`config.mk`:
```
export PLATFORM = sky130hd
export DESIGN_NAME = mem_arbiter_flat
export DESIGN_NICKNAME = d
export VERILOG_FILES = /design/src/rtl/mem_arbiter_if.sv /design/src/rtl/mem_arbiter.sv /design/src/flat_wrapper.sv
export SDC_FILE = /design/constraint.sdc
export NUM_CORES = 1
export LEC_CHECK = 0
export CORE_MARGIN = 10
export CORE_UTILIZATION = 40
export CTS_CLUSTER_DIAMETER = 150
export DETAILED_ROUTE_END_ITERATION = 16
export PLACE_DENSITY_LB_ADDON = 0.25
export SLEW_MARGIN = 20
export SYNTH_ARGS = -nofsm -noshare
export SYNTH_HDL_FRONTEND = slang
export SYNTH_SLANG_ARGS = --single-unit
export TNS_END_PERCENT = 1
```
`constraint.sdc`:
```
create_clock -name clk_50MHz -period 2.99 [get_ports clk_50MHz]
set_clock_uncertainty 0.1 [all_clocks]
set_input_delay 0.4485 -clock clk_50MHz [delete_from_list [all_inputs] [get_ports clk_50MHz]]
set_output_delay 0.4485 -clock clk_50MHz [all_outputs]
set_load 0.005 [all_outputs]
```
`src/rtl/mem_arbiter_if.sv`:
```
// Pipeline, SRAM and UART signals of the memory arbiter, bundled as one interface.
// The slave modport is the arbiter's view; master is the pipeline/memory side.
interface mem_arbiter_if;
  logic        if_req;
  logic [15:0] if_addr;
  logic [15:0] if_data;
  logic        if_valid;

  logic        mem_req;
  logic        mem_op;
  logic [17:0] mem_addr;
  logic [15:0] mem_wdata;
  logic [15:0] mem_rdata;
  logic        mem_done;
  logic        pause;

  logic [17:0] sram_addr;
  logic [15:0] sram_wdata;
  logic        sram_wr_drive;
  logic [15:0] sram_rdata;
  logic        sram_ce_n;
  logic        sram_oe_n;
  logic        sram_we_n;

  logic        data_ready;
  logic        tbre;
  logic        tsre;
  logic        rdn;
  logic        wrn;

  modport slave (
    input  if_req, if_addr, mem_req, mem_op, mem_addr, mem_wdata,
    input  sram_rdata, data_ready, tbre, tsre,
    output if_data, if_valid, mem_rdata, mem_done, pause,
    output sram_addr, sram_wdata, sram_wr_drive, sram_ce_n, sram_oe_n, sram_we_n,
    output rdn, wrn
  );

  modport master (
    output if_req, if_addr, mem_req, mem_op, mem_addr, mem_wdata,
    output sram_rdata, data_ready, tbre, tsre,
    input  if_data, if_valid, mem_rdata, mem_done, pause,
    input  sram_addr, sram_wdata, sram_wr_drive, sram_ce_n, sram_oe_n, sram_we_n,
    input  rdn, wrn
  );
endinterface

```
`src/rtl/mem_arbiter.sv`:
```
// Arbitrates instruction fetch and data access onto one SRAM and a memory-mapped UART.
// Strobes are registered from the next-state decode so they line up with the state.
module mem_arbiter (
  input  logic          clk_50MHz,
  input  logic          rst,
  mem_arbiter_if.slave  bus
);
  localparam int unsigned AW = 18;
  localparam int unsigned DW = 16;
  localparam int unsigned SW = 4;
  localparam int unsigned CW = 2;

  localparam logic [SW-1:0] IDLE      = 4'd0;
  localparam logic [SW-1:0] IF_RD     = 4'd1;
  localparam logic [SW-1:0] MEM_RD    = 4'd2;
  localparam logic [SW-1:0] MEM_WR1   = 4'd3;
  localparam logic [SW-1:0] MEM_WR2   = 4'd4;
  localparam logic [SW-1:0] UART_RD   = 4'd5;
  localparam logic [SW-1:0] UART_WR   = 4'd6;
  localparam logic [SW-1:0] UART_WAIT = 4'd7;
  localparam logic [SW-1:0] DONE      = 4'd8;

  localparam logic [AW-1:0] UART_DATA_ADDR = 18'h0BF00;
  localparam logic [AW-1:0] UART_STAT_ADDR = 18'h0BF01;

  logic [SW-1:0] state, n_state;
  logic [CW-1:0] rd_cnt, n_rd_cnt;
  logic          is_stat, is_udata, stat_rd;
  logic          n_ce_n, n_oe_n, n_we_n, n_wr_drive, n_rdn, n_wrn;

  assign is_stat  = (bus.mem_addr == UART_STAT_ADDR);
  assign is_udata = (bus.mem_addr == UART_DATA_ADDR);
  assign stat_rd  = (state == IDLE) && bus.mem_req && is_stat && !bus.mem_op;

  // Stall while a data request is outstanding or any data access is in flight.
  assign bus.pause = (bus.mem_req && (state != DONE)) ||
                     !((state == IDLE) || (state == IF_RD) || (state == DONE));

  // Next-state logic; rd_cnt counts the two rdn-low cycles of a UART read.
  always_comb begin
    n_state  = state;
    n_rd_cnt = '0;
    case (state)
      IDLE: begin
        if (bus.mem_req) begin
          if (is_stat)       n_state = DONE;
          else if (is_udata) n_state = bus.mem_op ? UART_WR : UART_RD;
          else               n_state = bus.mem_op ? MEM_WR1 : MEM_RD;
        end else if (bus.if_req) begin
          n_state = IF_RD;
        end
      end
      IF_RD:   n_state = IDLE;
      MEM_RD:  n_state = DONE;
      MEM_WR1: n_state = MEM_WR2;
      MEM_WR2: n_state = DONE;
      UART_RD: begin
        if (rd_cnt == CW'(2))                         n_state = DONE;
        else if (rd_cnt == CW'(1) || bus.data_ready)  n_rd_cnt = rd_cnt + CW'(1);
        else                                          n_rd_cnt = rd_cnt;
      end
      UART_WR:   n_state = UART_WAIT;
      UART_WAIT: if (bus.tbre && bus.tsre) n_state = DONE;
      DONE:      n_state = IDLE;
      default:   n_state = IDLE;
    endcase
  end

  // Strobe values for the cycle about to start.
  always_comb begin
    n_ce_n     = 1'b1;
    n_oe_n     = 1'b1;
    n_we_n     = 1'b1;
    n_wr_drive = 1'b0;
    n_rdn      = 1'b1;
    n_wrn      = 1'b1;
    case (n_state)
      IF_RD, MEM_RD: begin
        n_ce_n = 1'b0;
        n_oe_n = 1'b0;
      end
      MEM_WR1: begin
        n_ce_n     = 1'b0;
        n_wr_drive = 1'b1;
      end
      MEM_WR2: begin
        n_ce_n     = 1'b0;
        n_we_n     = 1'b0;
        n_wr_drive = 1'b1;
      end
      UART_WR: begin
        n_wrn      = 1'b0;
        n_wr_drive = 1'b1;
      end
      UART_RD: n_rdn = (n_rd_cnt == CW'(0));
      default: ;
    endcase
  end

  always_ff @(posedge clk_50MHz) begin
    if (rst) begin
      state             <= IDLE;
      rd_cnt            <= '0;
      bus.if_data       <= '0;
      bus.if_valid      <= 1'b0;
      bus.mem_rdata     <= '0;
      bus.mem_done      <= 1'b0;
      bus.sram_addr     <= '0;
      bus.sram_wdata    <= '0;
      bus.sram_wr_drive <= 1'b0;
      bus.sram_ce_n     <= 1'b1;
      bus.sram_oe_n     <= 1'b1;
      bus.sram_we_n     <= 1'b1;
      bus.rdn           <= 1'b1;
      bus.wrn           <= 1'b1;
    end else begin
      state             <= n_state;
      rd_cnt            <= n_rd_cnt;
      bus.sram_ce_n     <= n_ce_n;
      bus.sram_oe_n     <= n_oe_n;
      bus.sram_we_n     <= n_we_n;
      bus.sram_wr_drive <= n_wr_drive;
      bus.rdn           <= n_rdn;
      bus.wrn           <= n_wrn;
      bus.if_valid      <= (state == IF_RD);
      bus.mem_done      <= (n_state == DONE);

      if (state == IF_RD) bus.if_data <= bus.sram_rdata;

      if ((state == MEM_RD) || ((state == UART_RD) && (rd_cnt == CW'(2))))
        bus.mem_rdata <= bus.sram_rdata;
      else if (stat_rd)
        bus.mem_rdata <= {{(DW-2){1'b0}}, bus.data_ready, bus.tbre & bus.tsre};

      // Latch address/data when a request is accepted so they stay stable.
      if (state == IDLE) begin
        if (bus.mem_req) begin
          bus.sram_addr  <= bus.mem_addr;
          bus.sram_wdata <= bus.mem_wdata;
        end else if (bus.if_req) begin
          bus.sram_addr  <= {2'b00, bus.if_addr};
        end
      end
    end
  end
endmodule

```
`src/flat_wrapper.sv`:
```
// flat-port wrapper written by rule: the top's interface ports become plain ports
module mem_arbiter_flat 
  (clk_50MHz, rst, bus_if_req, bus_if_addr, bus_mem_req, bus_mem_op, bus_mem_addr, bus_mem_wdata, bus_sram_rdata, bus_data_ready, bus_tbre, bus_tsre, bus_if_data, bus_if_valid, bus_mem_rdata, bus_mem_done, bus_pause, bus_sram_addr, bus_sram_wdata, bus_sram_wr_drive, bus_sram_ce_n, bus_sram_oe_n, bus_sram_we_n, bus_rdn, bus_wrn);
  mem_arbiter_if bus_i ();
  input  logic clk_50MHz;
  input  logic rst;
  input wire logic [$bits(bus_i.if_req)-1:0] bus_if_req;
  input wire logic [$bits(bus_i.if_addr)-1:0] bus_if_addr;
  input wire logic [$bits(bus_i.mem_req)-1:0] bus_mem_req;
  input wire logic [$bits(bus_i.mem_op)-1:0] bus_mem_op;
  input wire logic [$bits(bus_i.mem_addr)-1:0] bus_mem_addr;
  input wire logic [$bits(bus_i.mem_wdata)-1:0] bus_mem_wdata;
  input wire logic [$bits(bus_i.sram_rdata)-1:0] bus_sram_rdata;
  input wire logic [$bits(bus_i.data_ready)-1:0] bus_data_ready;
  input wire logic [$bits(bus_i.tbre)-1:0] bus_tbre;
  input wire logic [$bits(bus_i.tsre)-1:0] bus_tsre;
  output wire logic [$bits(bus_i.if_data)-1:0] bus_if_data;
  output wire logic [$bits(bus_i.if_valid)-1:0] bus_if_valid;
  output wire logic [$bits(bus_i.mem_rdata)-1:0] bus_mem_rdata;
  output wire logic [$bits(bus_i.mem_done)-1:0] bus_mem_done;
  output wire logic [$bits(bus_i.pause)-1:0] bus_pause;
  output wire logic [$bits(bus_i.sram_addr)-1:0] bus_sram_addr;
  output wire logic [$bits(bus_i.sram_wdata)-1:0] bus_sram_wdata;
  output wire logic [$bits(bus_i.sram_wr_drive)-1:0] bus_sram_wr_drive;
  output wire logic [$bits(bus_i.sram_ce_n)-1:0] bus_sram_ce_n;
  output wire logic [$bits(bus_i.sram_oe_n)-1:0] bus_sram_oe_n;
  output wire logic [$bits(bus_i.sram_we_n)-1:0] bus_sram_we_n;
  output wire logic [$bits(bus_i.rdn)-1:0] bus_rdn;
  output wire logic [$bits(bus_i.wrn)-1:0] bus_wrn;
  assign bus_i.if_req = bus_if_req;
  assign bus_i.if_addr = bus_if_addr;
  assign bus_i.mem_req = bus_mem_req;
  assign bus_i.mem_op = bus_mem_op;
  assign bus_i.mem_addr = bus_mem_addr;
  assign bus_i.mem_wdata = bus_mem_wdata;
  assign bus_i.sram_rdata = bus_sram_rdata;
  assign bus_i.data_ready = bus_data_ready;
  assign bus_i.tbre = bus_tbre;
  assign bus_i.tsre = bus_tsre;
  assign bus_if_data = bus_i.if_data;
  assign bus_if_valid = bus_i.if_valid;
  assign bus_mem_rdata = bus_i.mem_rdata;
  assign bus_mem_done = bus_i.mem_done;
  assign bus_pause = bus_i.pause;
  assign bus_sram_addr = bus_i.sram_addr;
  assign bus_sram_wdata = bus_i.sram_wdata;
  assign bus_sram_wr_drive = bus_i.sram_wr_drive;
  assign bus_sram_ce_n = bus_i.sram_ce_n;
  assign bus_sram_oe_n = bus_i.sram_oe_n;
  assign bus_sram_we_n = bus_i.sram_we_n;
  assign bus_rdn = bus_i.rdn;
  assign bus_wrn = bus_i.wrn;
  mem_arbiter u_core (.clk_50MHz(clk_50MHz), .rst(rst), .bus(bus_i));
endmodule
```
==> results.json <==
{
  "avgRoutedWirePerCell_um": 16.2,
  "post_cts_buffers": 0,
  "gr-usage-all-layers_pct": 15.6,
  "ant_nets": 0,
  "hp-class": "reg2reg",
  "clockBufferDepth": 2,
  "rsz0062_at_grt": "no",
  "dr.pass1.iters": 4,
  "hold_ws_ns": 0.357,
  "synthArstFlopShare_pct": 0,
  "final_cell_mix": "clkdlybuf4s50_1 (147), dfxtp_1 (80), nand2_1 (72)",
  "path_class": "in2reg",
  "setup_viol": 0,
  "worst_slew_pin_slew_ns": 0.775,
  "clkSlewWorstSetupHoldPaths_ns": 0.09,
  "fin_ws_ns": 0.273,
  "final_common_cell": "clkdlybuf4s50_1",
  "cts_tree": "built",
  "antenna_found_initial": 0,
  "start_kind": "input port",
  "syn-num-nets": 434,
  "critPathBufInv": 1,
  "gr-total-overflow": 0,
  "wl_mm": 9.90,
  "end_kind": "register",
  "dp_hpwl_mm": 7.51,
  "die_w_um": 110,
  "path_delay_family": "simple AND/OR/NAND/NOR gates",
  "cts-resized-gates": 0,
  "gp_congestion": 0.819,
  "final-hold-violation-count": 0,
  "core-area_sq_um": 7770,
  "crit_path_max_incr_delay_ns": 0.55,
  "die_y_um": 110,
  "hold_buffers": 0,
  "clock-sinks": 80,
  "status": "finished, final reports clean",
  "worst_path_max_delay_cell": "or4b_4",
  "cts_made_buffers": 9,
  "layout-area-overhead-vs-synth_pct": 55.5,
  "htree_levels": 3,
  "ys_types": 47,
  "numPortBuffers": 148,
  "leakagePower_uw": 0.00190,
  "grt_pass1_wl_mm": 14.8,
  "report.final.slew_viol_count": 0,
  "dieArea_sq_um": 12000,
  "synth-seq-area-share_pct": 49.9,
  "syn_inst": 357,
  "cts.root.buffer_cell": "clkbuf_8",
  "io_pins": 149,
  "synth_area_sq_um": 3210,
  "power.total_uw": 2530,
  "std_cell_rows": 32,
  "period_share_pct": 90.9,
  "vdd_ir_drop_max_mv": 0.263,
  "multi_input_area_sq_um": 1500,
  "drive_gt1_share_pct": 7.47,
  "antenna_cells": 0,
  "arrival_ns": 2.87,
  "cellPowerDensity_nw_per_um2": 507,
  "path_max_fanout": 4,
  "synth_flop_cell": "dfxtp_1",
  "min_period_ns": 2.72,
  "fmaxAchievable_ghz": 0.368,
  "drc": 0,
  "vias": 3058,
  "drtIter0Drc": 104,
  "ff_latch_area_sq_um": 1600,
  "synth_edf_count": 0,
  "clock_latency_ns": 0.36,
  "grt_max_degree": 39,
  "maxSlewHeadroom_pct": 48.3,
  "fillCellCount": 671,
  "fin_util_pct": 64.3,
  "cap_violations": 0,
  "via_per_inst": 5.00,
  "grt_pass1_vias": 2905,
  "syn_area_per_cell_sq_um": 9.00,
  "dp_slack_ns": -0.0694,
  "synth_seq_cells": 80,
  "path_cells": "clkdlybuf4s50_1 -> or4b_4 -> nor4b_4 -> and3_1 -> ha_1 -> nand2_1 -> a21oi_1 -> nor2_1 -> nor3_1 -> a31o_1",
  "start_util_pct": 41.3,
  "layout.nets": 581,
  "yosys_warnings": 0,
  "required_ns": 3.14
}
==> per-stage QoR <==
| stage | instance area [sq um] | TNS (ns) | cells |
|---|---|---|---|
| after floorplan | 3210 | 0 | 357 |
| after global placement | 4810 | -0.00767 | 595 |
| after detailed placement | 4810 | -0.0796 | 595 |
| after CTS | 4990 | 0 | 611 |
| after global routing | 4990 | 0 | 611 |
| final | 4990 | 0 | 611 |
==> layer usage <==
layer	track usage, %	wire length, um	vias up
met3	6.14	912	14
li1	-	-	1540
met1	18.8	4360	1390
met4	6.23	166	0
met2	24.6	4460	114
met5	0	0	-
==> registers in the layout, summed over array words and instances, names as in the netlist <==
register                  flops
u_core.bus.sram_wdata        16
u_core.bus.sram_addr         18
u_core.bus.if_data           16
u_core.bus.sram_we_n          1
u_core.bus.if_valid           1
u_core.bus.wrn                1
u_core.bus.sram_ce_n          1
u_core.state                  4
u_core.bus.sram_wr_drive      1
u_core.bus.mem_rdata         16
u_core.bus.mem_done           1
u_core.bus.sram_oe_n          1
u_core.rd_cnt                 2
u_core.bus.rdn                1
==> power by group <==
group | internal [uW] | leakage [uW] | switching, uW | total (uW)
Clock | 321 | 0.0000945 | 452 | 772
Combinational | 323 | 0.00115 | 236 | 559
Sequential | 1150 | 0.000655 | 51.0 | 1200
==> cell type report <==
type / instances / area share (%)
flip-flops and latches: 80 / 32.1
repair buffers: 160 / 31.4
multi-input cells: 248 / 29.9
well taps: 102 / 2.56
clock buffers: 9 / 2.48
clock inverters: 7 / 1.23
inverters: 5 / 0.376
==> cell usage after synthesis, types with 2 or more instances <==
library cell	count	area share, %
o21ai_0	3	0.47
inv_1	5	0.58
a22oi_1	2	0.47
nand3b_1	2	0.47
nor4_1	5	0.97
ha_1	3	1.2
dfxtp_1	80	50
nand4b_1	2	0.55
a21oi_1	37	5.8
nor2b_1	3	0.58
nand3_1	4	0.62
and3_1	3	0.58
a22o_1	14	3.8
or3_1	2	0.39
nor2_1	29	3.4
nand2_1	72	8.4
buf_2	3	0.47
buf_1	3	0.35
nor3_1	4	0.62
nand2b_1	7	1.4
a211oi_1	16	3.7
clkbuf_1	17	2.0
mux2i_1	17	5.3
==> final timing paths <==
path                    startpoint                        to  slack [ns]  cells past startpoint
min          u_core.bus.if_data[0]     u_core.bus.if_data[0]        0.36                      2
max                bus_mem_addr[7]  u_core.bus.sram_wr_drive        0.27                     10
max reg2reg       u_core.rd_cnt[0]  u_core.bus.sram_wr_drive        0.81                      8
min reg2reg  u_core.bus.if_data[0]     u_core.bus.if_data[0]        0.36                      2
==> tightest hold or removal path: cells and delay by family, from the launching register on <==
family           cells  cell delay, ns
AO/OA/AOI/OAI        1            0.05
flip-flops           1            0.32
AND/OR/NAND/NOR      1            0.05
==> cells by family after synthesis <==
group	Yosys count	synth area share [%]
AND/OR/NAND/NOR	144	22.0
AO/OA/AOI/OAI	82	17.3
flip-flops	80	49.9
buffers and inverters	29	3.74
multiplexers	18	5.65
adder cells (fa/ha/maj)	3	1.17
XOR/XNOR	1	0.273
Note: power is estimated with default switching activity, not from simulation.
==> RTL change 1: new RTL, same flow settings <==
Change the localparam `CW` from 2 to 1.
--- a/src/rtl/mem_arbiter.sv
+++ b/src/rtl/mem_arbiter.sv
@@ -9,5 +9,5 @@
   localparam int unsigned DW = 16;
   localparam int unsigned SW = 4;
-  localparam int unsigned CW = 2;
+  localparam int unsigned CW = 1;
 
   localparam logic [SW-1:0] IDLE      = 4'd0;
Formal check against the unedited RTL: not equivalent (a bounded check fails within 4 cycles, from zero or initial values and one cycle with rst high).
==> RTL change 1 against the original RTL <==
  * Final area fell by 2.7%
  * Total power fell by 3.9%
  * Synthesized area fell by 2.0%
  * Critical path type unchanged
  * Critical path depth fell by 1
  * Critical endpoint unchanged
  * Worst setup slack improved by 0.21 ns
  * Wire length fell by 0.87%
  * First-iteration DRC count fell by 2.9%
  * Sequential cell count fell by 1
==> RTL change 1: results (changes against the original RTL) <==
slowest stage delay, CP=0.45 ns (-0.10 ns); Final #Nets=562 (-3.3%); Starting DRT DRC Count=101 (-2.9%); layout cells sized above 1=0.0672 (-0.00745); most used flip-flop cell after synthesis=dfxtp_1; All-Layer GR Usage=0.160 (+0.00392); CTS root buf=clkbuf_8; total vias in the final route=2931 (-4.2%); depth of the CTS H-tree=3 (unchanged); First-pass DRT Iterations=5 (+1); Least-Margin Pin Slew=0.591 ns (-0.184 ns); Max-Cap Viols=0 (unchanged); most flop-heavy register=u_core.bus.sram_addr; clock tree buffer depth=2 (unchanged); pre-CTS setup slack=0.154 ns (+0.224 ns); DP Wirelength=7570 um (+0.84%); Total Wirelength=9810 um (-0.87%); Seq/Total Area, Yosys=0.503 (+0.00395); max reg flops=18 (unchanged); Ys Warns=0 (unchanged); initial antenna violation count=0 (unchanged); worst-path maximum fanout=5 (+1); LEAKAGE=1.81 nW (-4.8%); Setup Buffers After CTS=0 (unchanged); RePlAce Congestion=0.826 (+0.88%); IR Drop Worst-Case VDD=0.225 mV (-14%); first-pass GRT wire length=15000 um (+1.1%); Resized Gates After CTS=0 (unchanged); Slowest cell on crit path=clkdlybuf4s50_1; # setup viols final=0 (unchanged); Commonest cells post-synth=dfxtp_1 (79), nand2_1 (76), a21oi_1 (39); CP top delay family=simple AND/OR/NAND/NOR gates; Async S/R FF share, synth=0 (unchanged); fillers=682 (+1.6%); PortBufs=148 (unchanged); ANT cells=0 (unchanged); status=finished clean; synth top area cells=dfxtp_1 (50%), nand2_1 (9.1%), a21oi_1 (6.2%); total negative setup slack=0 ns (unchanged); largest net degree at the start of global routing=49 (+26%); Synth cell types=45 (-4.3%); syn nets=422 (-2.8%); Clk Latency, worst-skew pair=0.34 ns (-0.02 ns); cts bufs inserted=9 (unchanged); worst min path class=register to register; Reg clk slew, reported paths=0.08 ns
-- RTL change 1: cell count changes after synthesis, moves of 3 or more --
| cell | unedited run | this run |
|---|---|---|
| nand2b_1 | 7 | 2 |
| and3_1 | 3 | 0 |
| clkbuf_1 | 17 | 14 |
| nor4_1 | 5 | 2 |
| nand2_1 | 72 | 76 |
| inv_1 | 5 | 2 |
-- RTL change 1: cell families (layout without fill, tap and decap cells) --
family                     count (synthesis)  in the layout  share of synthesized area
AOI/OAI and AO/OA                         81             81                      0.173
xor gates and xnor gates                   1              1                    0.00278
adders and majority gates                  1              1                    0.00398
buffers and inverters                     26            170                     0.0402
DFF                                       79             79                      0.503
muxes                                     18             18                     0.0577
other                                      2              2                    0.00239
and+or+nand+nor                          139            139                      0.217
-- RTL change 1: path summary, 6_finish.rpt --
check                        endpoint  slack [ns]                    from  depth (start not counted)
max          u_core.bus.sram_wr_drive        0.48         bus_mem_addr[4]                          9
max reg2reg  u_core.bus.mem_rdata[14]        0.57         u_core.state[0]                          5
min            u_core.bus.if_data[12]        0.35  u_core.bus.if_data[12]                          2
min reg2reg    u_core.bus.if_data[12]        0.35  u_core.bus.if_data[12]                          2
-- RTL change 1: stage by stage --
stage          cell area (um^2)  std cells  utilization  total power [mW]
3_5_place_dp               4680        578        0.608              1.71
2_1_floorplan              3150        347            -              1.40
3_3_place_gp               4680        578        0.608              1.70
6_report                   4860        593        0.632              2.43
4_1_cts                    4860        593        0.632              2.47
5_1_grt                    4860        593        0.632              2.56
-- RTL change 1: worst min-delay path: cells and delay by family (launching register included) --
kind | cells | cell delay, ns
AOI/OAI and AO/OA | 1 | 0.05
DFF | 1 | 0.31
and+or+nand+nor | 1 | 0.05
-- RTL change 1: power by group --
| group | internal [mW] | switching (mW) | leakage (nW) |
|---|---|---|---|
| sequential | 1.13 | 0.0438 | 0.648 |
| clock | 0.380 | 0.379 | 0.0953 |
| combinational | 0.295 | 0.209 | 1.07 |
-- RTL change 1: layer usage --
metal / vias to the layer above / global-route usage / part of all wire
li1: 1481 / - / -
met3: 7 / 0.0431 / 0.074
met4: 0 / 0.0508 / 0.0075
met1: 1356 / 0.184 / 0.41
met5: - / 0 / 0
met2: 87 / 0.283 / 0.50
-- RTL change 1: final cells by class --
type                       instances  area, um^2  share of cell area
tap                              102         128              0.0263
clock buffer                       9         124              0.0255
sequential                        79        1580               0.325
timing repair buffer             153        1510               0.311
multi-input combinational        242        1450               0.297
inverter                           2        7.51             0.00154
clock inverter                     6        61.3              0.0126
==> RTL change 2: new RTL, same flow settings <==
Made on the original files. Reset style: asynchronous (`rst`), changed in one clocked block.
--- a/src/rtl/mem_arbiter.sv
+++ b/src/rtl/mem_arbiter.sv
@@ -98,5 +98,5 @@
   end
 
-  always_ff @(posedge clk_50MHz) begin
+  always_ff @(posedge clk_50MHz or posedge rst) begin
     if (rst) begin
       state             <= IDLE;
Behaviour: differs if rst is asserted again (counterexample within 4 cycles, from zero or initial values and one cycle with rst high); with rst held inactive, the same outputs for 4 cycles.
==> RTL change 2 against the original RTL <==
  * Register-to-register slack better by 0.04 ns
  * Critical path depth is 2 lower
  * Worst hold slack better by 0.011 ns
  * Synthesized area is 9.3% higher
  * Die area is 7.6% higher
  * Final area is 5.4% higher
  * Worst setup slack better by 0.30 ns
  * Via count is 13% lower
  * Wire length is 3.2% lower
  * Non-clock buffer count is 7 lower
  * Sequential cell count stayed put
  * Final cell count is 12% lower
  * Critical path type unchanged
Power is not compared: it rests on default switching activity, and its combinational part moved more than twofold at a synthesized area within 25%.
==> RTL change 2: results (changes against the original RTL) <==
total vias in the final route=2653 (-13%); IR Drop Worst-Case VDD=around 0.47 mV; RePlAce Congestion=0.753 (-8.0%); Least-Margin Pin Slew=0.606 ns (-0.168 ns); Starting DRT DRC Count=97 (-6.7%); FF+latch area=2010 um^2 (+25%); fillers=736 (+9.7%); Clk Latency, worst-skew pair=0.34 ns (-0.02 ns); most flop-heavy register=u_core.bus.sram_addr; synth top area cells=dfrtp_1 (53%), mux2_2 (10%), mux2i_1 (5.1%); depth of the CTS H-tree=3 (unchanged); Resized Gates After CTS=0 (unchanged); clock tree buffer depth=2 (unchanged); PortBufs=148 (unchanged); largest net degree at the start of global routing=48 (+23%); CP arrival=2.53 ns (-0.34 ns); Reg clk slew, reported paths=roughly 0.080 ns; pre-CTS setup slack=0.218 ns (+0.288 ns); first-pass GRT wire length=15300 um (+3.3%); ANT cells=0 (unchanged); cts bufs inserted=9 (unchanged); worst-path maximum fanout=5 (+1); All-Layer GR Usage=0.147 (-0.00909); xor and xnor area share after synthesis=0.00249 (-0.000232); Synth cell types=48 (+2.1%); Ys Warns=0 (unchanged); LEAKAGE=about 2.3 nW; Mapped Cells=272 (-24%); placed insts=519 (-13%); number of vias per cell=4.96 (-0.92%); Post-DP Area=5100 um^2 (+6.0%); vias in the first global route=2887 (-0.62%); First-pass DRT Iterations=4 (unchanged); R2R cell count=4 (-4); layout cells sized above 1=0.164 (+0.0893); Commonest cells post-synth=dfrtp_1 (75), mux2_2 (32), nand2_1 (26); Avg WL per Cell=17.9 um (+11%); Final #Nets=499 (-14%); worst min path class=primary input to async pin; syn nets=349 (-20%); Async S/R FF share, synth=1.00 (+1.00); initial antenna violation count=0 (unchanged); status=finished clean; Setup Buffers After CTS=0 (unchanged); max reg flops=18 (unchanged); Compound-Gate Fraction of Synth Area=0.118 (-0.0550); DP Wirelength=7320 um (-2.5%); post-synthesis mux area share=0.154 (+0.0975); Seq/Total Area, Yosys=0.572 (+0.0734); adder and majority gate portion of the synthesized area=0.0107 (-0.000995); CTS root buf=clkbuf_8
RTL change 2: cell families (layout without fill, tap and decap cells):
group,Yosys count,count (layout)
compound gates,55,55
xor+xnor,1,1
fa+ha+maj,3,3
buf+inv,20,175
flops,80,80
mux,50,50
simple gates,63,63
RTL change 2: worst max-delay path, cell delays in order:
cell and delay (ns):
clkdlybuf4s50_1 0.46, nor4_4 0.35, nand4b_2 0.20, nor2_1 0.18, ha_1 0.27, o31ai_4 0.35, nor2b_1 0.10, o21bai_1 0.17
RTL change 2: where the power goes:
part	internal [mW]	total, mW	switching, mW
clock network	0.321	0.693	0.372
registers	1.60	1.92	0.318
logic	1.49	2.40	0.910
RTL change 2: cell type report:
type                    count  area share
inverters                   6     0.00452
clock inverters             4     0.00428
well taps                 108      0.0257
flip-flops and latches     80       0.382
clock buffers              12      0.0276
multi-input cells         172       0.266
repair buffers            153       0.291
RTL change 2: layer usage:
metal | vias to the layer above | part of all wire | GRT usage
met1 | 1269 | 0.41 | 0.170
li1 | 1280 | - | -
met3 | 8 | 0.12 | 0.0793
met5 | - | 0 | 0
met4 | 0 | 0.0074 | 0.0457
met2 | 96 | 0.46 | 0.230
RTL change 2: worst paths after layout:
path,from,end,slack [ns]
worst max-delay path,bus_mem_addr[7],u_core.bus.sram_wr_drive,0.57
worst min-delay path,rst,u_core.bus.mem_rdata[12],0.37
worst max register to register,u_core.state[2],u_core.bus.mem_rdata[9],0.85
worst min register to register,u_core.bus.sram_addr[4],u_core.bus.sram_addr[4],0.38
max in group asynchronous,rst,u_core.bus.sram_ce_n,1.71
min in group clk_50MHz,u_core.bus.sram_addr[4],u_core.bus.sram_addr[4],0.38
